[config.mk]
export PLATFORM = sky130hd
export DESIGN_NAME = lsl8_seq
export DESIGN_NICKNAME = d
export VERILOG_FILES = /design/src/rtl/lsl8_seq.sv
export SDC_FILE = /design/constraint.sdc
export NUM_CORES = 1
export LEC_CHECK = 0
export ABC_AREA = 1
export CAP_MARGIN = 30
export CORE_MARGIN = 2
export CORE_UTILIZATION = 40
export DETAILED_ROUTE_END_ITERATION = 8
export GPL_TIMING_DRIVEN = 1
export PLACE_DENSITY = 0.66
export REMOVE_ABC_BUFFERS = 1
export SLEW_MARGIN = 10
export SYNTH_ARGS = -nofsm -noshare
export SYNTH_HDL_FRONTEND = slang
export SYNTH_SLANG_ARGS = --single-unit
[constraint.sdc]
create_clock -name clk -period 1.6 [get_ports clk]
set_input_delay 0.16 -clock clk [delete_from_list [all_inputs] [get_ports clk]]
set_output_delay 0.16 -clock clk [all_outputs]
set_load 0.03 [all_outputs]
[src/rtl/lsl8_seq.sv]
// Sequential 8-bit logical shift left with a start/busy/done handshake.
// Shifts at most STEP_MAX bits per clock; d_out and c_out hold the result until the next start.
module lsl8_seq #(
    parameter int STEP_MAX = 3
) (
    input  logic       clk,
    input  logic       reset,
    input  logic       start,
    input  logic [7:0] d_in,
    input  logic [2:0] shamt,
    output logic       busy,
    output logic       done,
    output logic [7:0] d_out,
    output logic       c_out
);

    typedef enum logic [1:0] {
        IDLE  = 2'd0,
        LOAD  = 2'd1,
        SHIFT = 2'd2,
        DONE  = 2'd3
    } state_t;

    localparam logic [2:0] STEP_LIM = 3'(STEP_MAX);

    state_t     state_q, state_d;
    logic [7:0] data_q, data_d;
    logic       carry_q, carry_d;
    logic [2:0] count_q, count_d;

    logic [2:0] step;
    logic [7:0] shifted;
    logic       shift_carry;

    // The step never exceeds the remaining count, so count cannot underflow.
    always_comb begin
        step        = (count_q > STEP_LIM) ? STEP_LIM : count_q;
        shifted     = data_q;
        shift_carry = carry_q;
        case (step)
            3'd1: begin
                shifted     = {data_q[6:0], 1'b0};
                shift_carry = data_q[7];
            end
            3'd2: begin
                shifted     = {data_q[5:0], 2'b00};
                shift_carry = data_q[6];
            end
            3'd3: begin
                shifted     = {data_q[4:0], 3'b000};
                shift_carry = data_q[5];
            end
            default: begin
                shifted     = data_q;
                shift_carry = carry_q;
            end
        endcase
    end

    always_comb begin
        state_d = state_q;
        data_d  = data_q;
        carry_d = carry_q;
        count_d = count_q;
        case (state_q)
            IDLE: begin
                if (start) begin
                    data_d  = d_in;
                    count_d = shamt;
                    carry_d = 1'b0;
                    state_d = LOAD;
                end
            end
            LOAD: begin
                state_d = (count_q == 3'd0) ? DONE : SHIFT;
            end
            SHIFT: begin
                data_d  = shifted;
                carry_d = shift_carry;
                count_d = count_q - step;
                if (count_q == step) begin
                    state_d = DONE;
                end
            end
            DONE: begin
                state_d = IDLE;
            end
            default: begin
                state_d = IDLE;
            end
        endcase
    end

    always_ff @(posedge clk) begin
        if (reset) begin
            state_q <= IDLE;
            data_q  <= 8'h00;
            carry_q <= 1'b0;
            count_q <= 3'd0;
        end else begin
            state_q <= state_d;
            data_q  <= data_d;
            carry_q <= carry_d;
            count_q <= count_d;
        end
    end

    assign busy  = (state_q == LOAD) || (state_q == SHIFT);
    assign done  = (state_q == DONE);
    assign d_out = data_q;
    assign c_out = carry_q;

endmodule

==> results.md, run 1 <==
Outcome:
- The run finished with clean final reports.

Placed design:
- Port buffering added 24 buffers.
- Detailed placement ended at an HPWL of between 1.5 and 2 mm.
- At the end of routability-driven placement, the weighted congestion stood at approximately 0.86.
- The placed instances occupy a cell area of roughly 1300 sq um.

Detailed routing:
- Using the TritonRoute via totals, the vias-per-cell ratio works out to a little under 5.
- The count of unresolved DRC violations after routing is 0.
- Before antenna repair, the detailed router went through 4 iterations.
- After detailed routing, the average wire length per cell comes to roughly 11 um.
- For this block, the initial DRC count from the detailed router was 26.
- Once detail routing completed, the nets flagged for antenna violations numbered 0.
- The wire length reported by the detailed router is 2.330 mm.
- The total number of vias is 1014.

Floorplan:
- For this design the top-level I/O count stands at 25.
- The floorplan die width is around 53 um.
- The placeable core region is roughly 2300 sq um.
- The starting density of the core is between 40% and 50%.
- The die covers between 2000 and 3000 sq um.
- The y dimension of the die is 53.46 um.
- The placement row count is 17.

Setup path:
- The reg-to-reg setup timing slack is roughly 0.14 ns.
- The worst setup path is of the reg -> out kind.
- The nature of the critical path endpoint is a primary output.
- The required time at the worst-slack endpoint is 1.44 ns.
- In this design, the largest share of critical-path delay is due to buffers and inverters.
- The buffering stage count on the worst path with inverters included is 1.
- The signal on the critical path passes through clkdlybuf4s50_1.
- The endpoint arrival time on the critical path is between 1 and 1.5 ns.
- For this design, the slowest cell found on the critical path is sky130_fd_sc_hd__clkdlybuf4s50_1.
- The maximum fanout along the worst path is 4.
- The type of element launching the critical path is a register.
- The largest incremental delay on the critical path is roughly 0.7 ns.

Clock network:
- The CTS tree is done.
- The CTS H-tree depth is 1.
- The maximum clock insertion buffer count is 2.
- The tree is rooted in a sky130_fd_sc_hd__clkbuf_4.
- After clock tree synthesis, the clock-pin slew on the worst setup and hold paths is approximately 0.09 ns.
- The number of buffers created by CTS is 3.
- The clock insertion delay at the later pin of the skew report is approximately 0.28 ns.
- The clock sink count is 14.
- The post-cts hold buffer count is 0.

GRT:
- The via count of the first global-routing pass is 930.
- The largest net degree at the start of global routing is 18.
- The first global-routing pass estimated a little under 4 mm of wire.
- The aggregate global routing overflow is 0.
- The total routing usage reported by global routing is 19.03%.
- The initial antenna violation count was 0.

Synth:
- The area share of and/or/nand/nor cells after synthesis is 36.32%.
- Yosys mapped the design onto 20 distinct sky130hd cell types.
- The number of warnings reported in the yosys synthesis log is 0.
- The synthesized instance count is 144.
- Of the post-synthesis cell area, the part taken by muxes is 0%.
- The arithmetic-cell share of the synthesized area counting full adders, half adders and majority gates is under 10%.
- The biggest area contributor in the post-synthesis netlist is sky130_fd_sc_hd__dfxtp_1.
- The xor and xnor fraction of the mapped netlist area is 0%.
- The most instantiated library cell after synthesis is sky130_fd_sc_hd__nand2_1.
- Synthesis inferred 14 register bits.
- The share of the synthesized area in compound gates (AO/OA/AOI/OAI) is a little under a fifth.
- In this run, synthesis inferred 0 flip-flops with an integrated enable.
- Among all flip-flop cells after synthesis, the most frequent one is sky130_fd_sc_hd__dfxtp_1.
- In the post-synthesis netlist, the biggest area contributors are sky130_fd_sc_hd__dfxtp_1 29%, sky130_fd_sc_hd__nand2_1 13%, sky130_fd_sc_hd__nand3_1 8.2%.
- The top cell type by area accounts for roughly 29% of the synthesized area.
- The async set-reset flop share out of synthesis is 0%.
- After synthesis, the mean cell area works out to 6.795 sq um.
- The cell area that synthesis handed to floorplanning was approximately 1000 sq um.
- The dominant combinational cell family by area after synthesis is simple AND/OR/NAND/NOR gates.
- The commonest cells after synthesis are 34 x sky130_fd_sc_hd__nand2_1, 16 x sky130_fd_sc_hd__nand3_1, 15 x sky130_fd_sc_hd__inv_1.
- The proportion of synthesized chip area in sequential cells is between 20 and 30%.

Pwr:
- The power density normalized to cell area is 1755 nW/um^2.
- The worst-case IR drop observed on VDD is 0.0009952 V.
- In this run the static leakage power is around 0.63 nW.

Cells and area:
- The count of antenna diodes in the layout is 0.
- The net count of the finished layout is 197.
- From synthesis to final layout, the design area changed by 35.81%.
- In the final layout, the share of cells above drive strength 1 is 19.89%.
- The summed area of non-filler cells in the final layout is 1329 sq um.

STA:
- The worst-case headroom to the max-slew limit is between 70% and 80%.
- Setup repair after global routing left no endpoint under its margin.
- The final number of hold-violating endpoints is 0.
- At the pin with the least slew margin, the transition time is around 0.43 ns.
- The portion of the clock cycle consumed by the worst path in the final layout is a little over nine tenths.
- Derived from the worst setup path, the maximum achievable clock frequency is 654.4 MHz.
- The number of endpoints failing setup at the final stage is 0.
- Setup total negative slack on the finished layout was measured at 0 ns.
- The total count of max-transition violations in the final report was 0.
- The routed design could run at a clock period as short as 1.528 ns.
- The final setup skew is 0.006918 ns.

Flow run:
- The number of maximum-capacitance violations is 0.

Hold path:
- The min-delay analysis places its worst path in the category in -> reg.
[routing by layer]
layer | global-route usage (%) | share of wire, %
met4 | 2.564 | 0.56
met2 | 31.48 | 46
met1 | 24.53 | 48
met3 | 5.932 | 4.7
met5 | 0 | 0
[flip-flops by register name, summed over array words and instances (netlist names)]
name,flops
state_q,2
count_q,3
d_out,8
c_out,1
[area by class of cell]
cell class | instances | area, sq um
fill | 238 | 925.9
inverter | 15 | 56.30
multi-input combinational | 110 | 610.6
sequential | 14 | 282.8
clock buffer | 3 | 22.52
tap | 28 | 35.03
timing repair buffer | 34 | 321.6
[placed cells by master, fill, tap and decap left out]
master / n
sky130_fd_sc_hd__nand4_1: 1
sky130_fd_sc_hd__nand2_1: 34
sky130_fd_sc_hd__clkbuf_4: 3
sky130_fd_sc_hd__a31oi_1: 1
sky130_fd_sc_hd__ha_1: 4
sky130_fd_sc_hd__ha_2: 1
sky130_fd_sc_hd__nand2_8: 1
sky130_fd_sc_hd__nand2_2: 5
sky130_fd_sc_hd__o21ai_0: 7
sky130_fd_sc_hd__clkdlybuf4s50_1: 18
sky130_fd_sc_hd__o21ai_2: 2
sky130_fd_sc_hd__nor2_1: 13
sky130_fd_sc_hd__nand2_4: 1
sky130_fd_sc_hd__nand3_1: 16
sky130_fd_sc_hd__inv_1: 15
sky130_fd_sc_hd__dlygate4sd2_1: 1
sky130_fd_sc_hd__dlymetal6s2s_1: 4
sky130_fd_sc_hd__nor2_4: 2
sky130_fd_sc_hd__buf_4: 11
sky130_fd_sc_hd__dfxtp_1: 12
sky130_fd_sc_hd__a21oi_1: 14
sky130_fd_sc_hd__or2_1: 1
sky130_fd_sc_hd__dfxtp_2: 2
sky130_fd_sc_hd__a21oi_2: 6
sky130_fd_sc_hd__nand3_2: 1
[worst paths after layout]
| check | startpoint | end | depth (start not counted) |
|---|---|---|---|
| min reg2reg | c_out$_SDFFE_PP0P_ | c_out$_SDFFE_PP0P_ | 2 |
| max | d_out[6]$_SDFFE_PP0P_ | d_out[6] | 1 |
| max reg2reg | count_q[1]$_SDFFE_PP0P_ | state_q[0]$_SDFFE_PP0P_ | 8 |
| min | shamt[1] | count_q[1]$_SDFFE_PP0P_ | 3 |
[kinds of logic (layout without fill, tap and decap cells)]
| kind of cell | Yosys count | count (layout) |
|---|---|---|
| buf+inv | 20 | 52 |
| compound gates | 30 | 30 |
| flops | 14 | 14 |
| simple gates | 75 | 75 |
| fa+ha+maj | 5 | 5 |
[metrics by stage]
| step | hold slack (ns) | setup slack, ns | utilization, % | std cells | power, mW |
|---|---|---|---|---|---|
| finish | 0.4415 | 0.07177 | 58.93 | 204 | 2.332 |
| global route | 0.4461 | 0.002415 | 58.93 | 204 | 2.547 |
| CTS | 0.4465 | 0.01790 | 56.94 | 200 | 2.269 |
| detailed placement | 0.4694 | 0.001866 | 55.60 | 197 | 2.041 |
| global placement | 0.4687 | 0.09020 | 55.60 | 197 | 2.032 |
| floorplan | 0.2224 | 0.1128 | - | 139 | 1.572 |
[timing repair]
item,CTS,global route
pin swaps,0,0
setup endpoints to repair,2,13
buffers inserted,0,4
gates resized for setup,2,7
[report_power, final]
group | total (mW) | switching [mW] | internal (mW)
clock | 0.201 | 0.114 | 0.0873
combinational | 1.49 | 0.885 | 0.610
sequential | 0.636 | 0.160 | 0.476
total | 2.33 | 1.16 | 1.17
Note: power is estimated with default switching activity, not from simulation.
==> run 2, diff against run 1 <==
--- a/config.mk
+++ b/config.mk
@@ -6,7 +6,6 @@
 export NUM_CORES = 1
 export LEC_CHECK = 0
 export ABC_AREA = 1
-export CAP_MARGIN = 30
 export CORE_MARGIN = 2
 export CORE_UTILIZATION = 40
 export DETAILED_ROUTE_END_ITERATION = 8
==> results of run 2 <==
The final DEF is identical to that of run 1; final timing and power are the same.
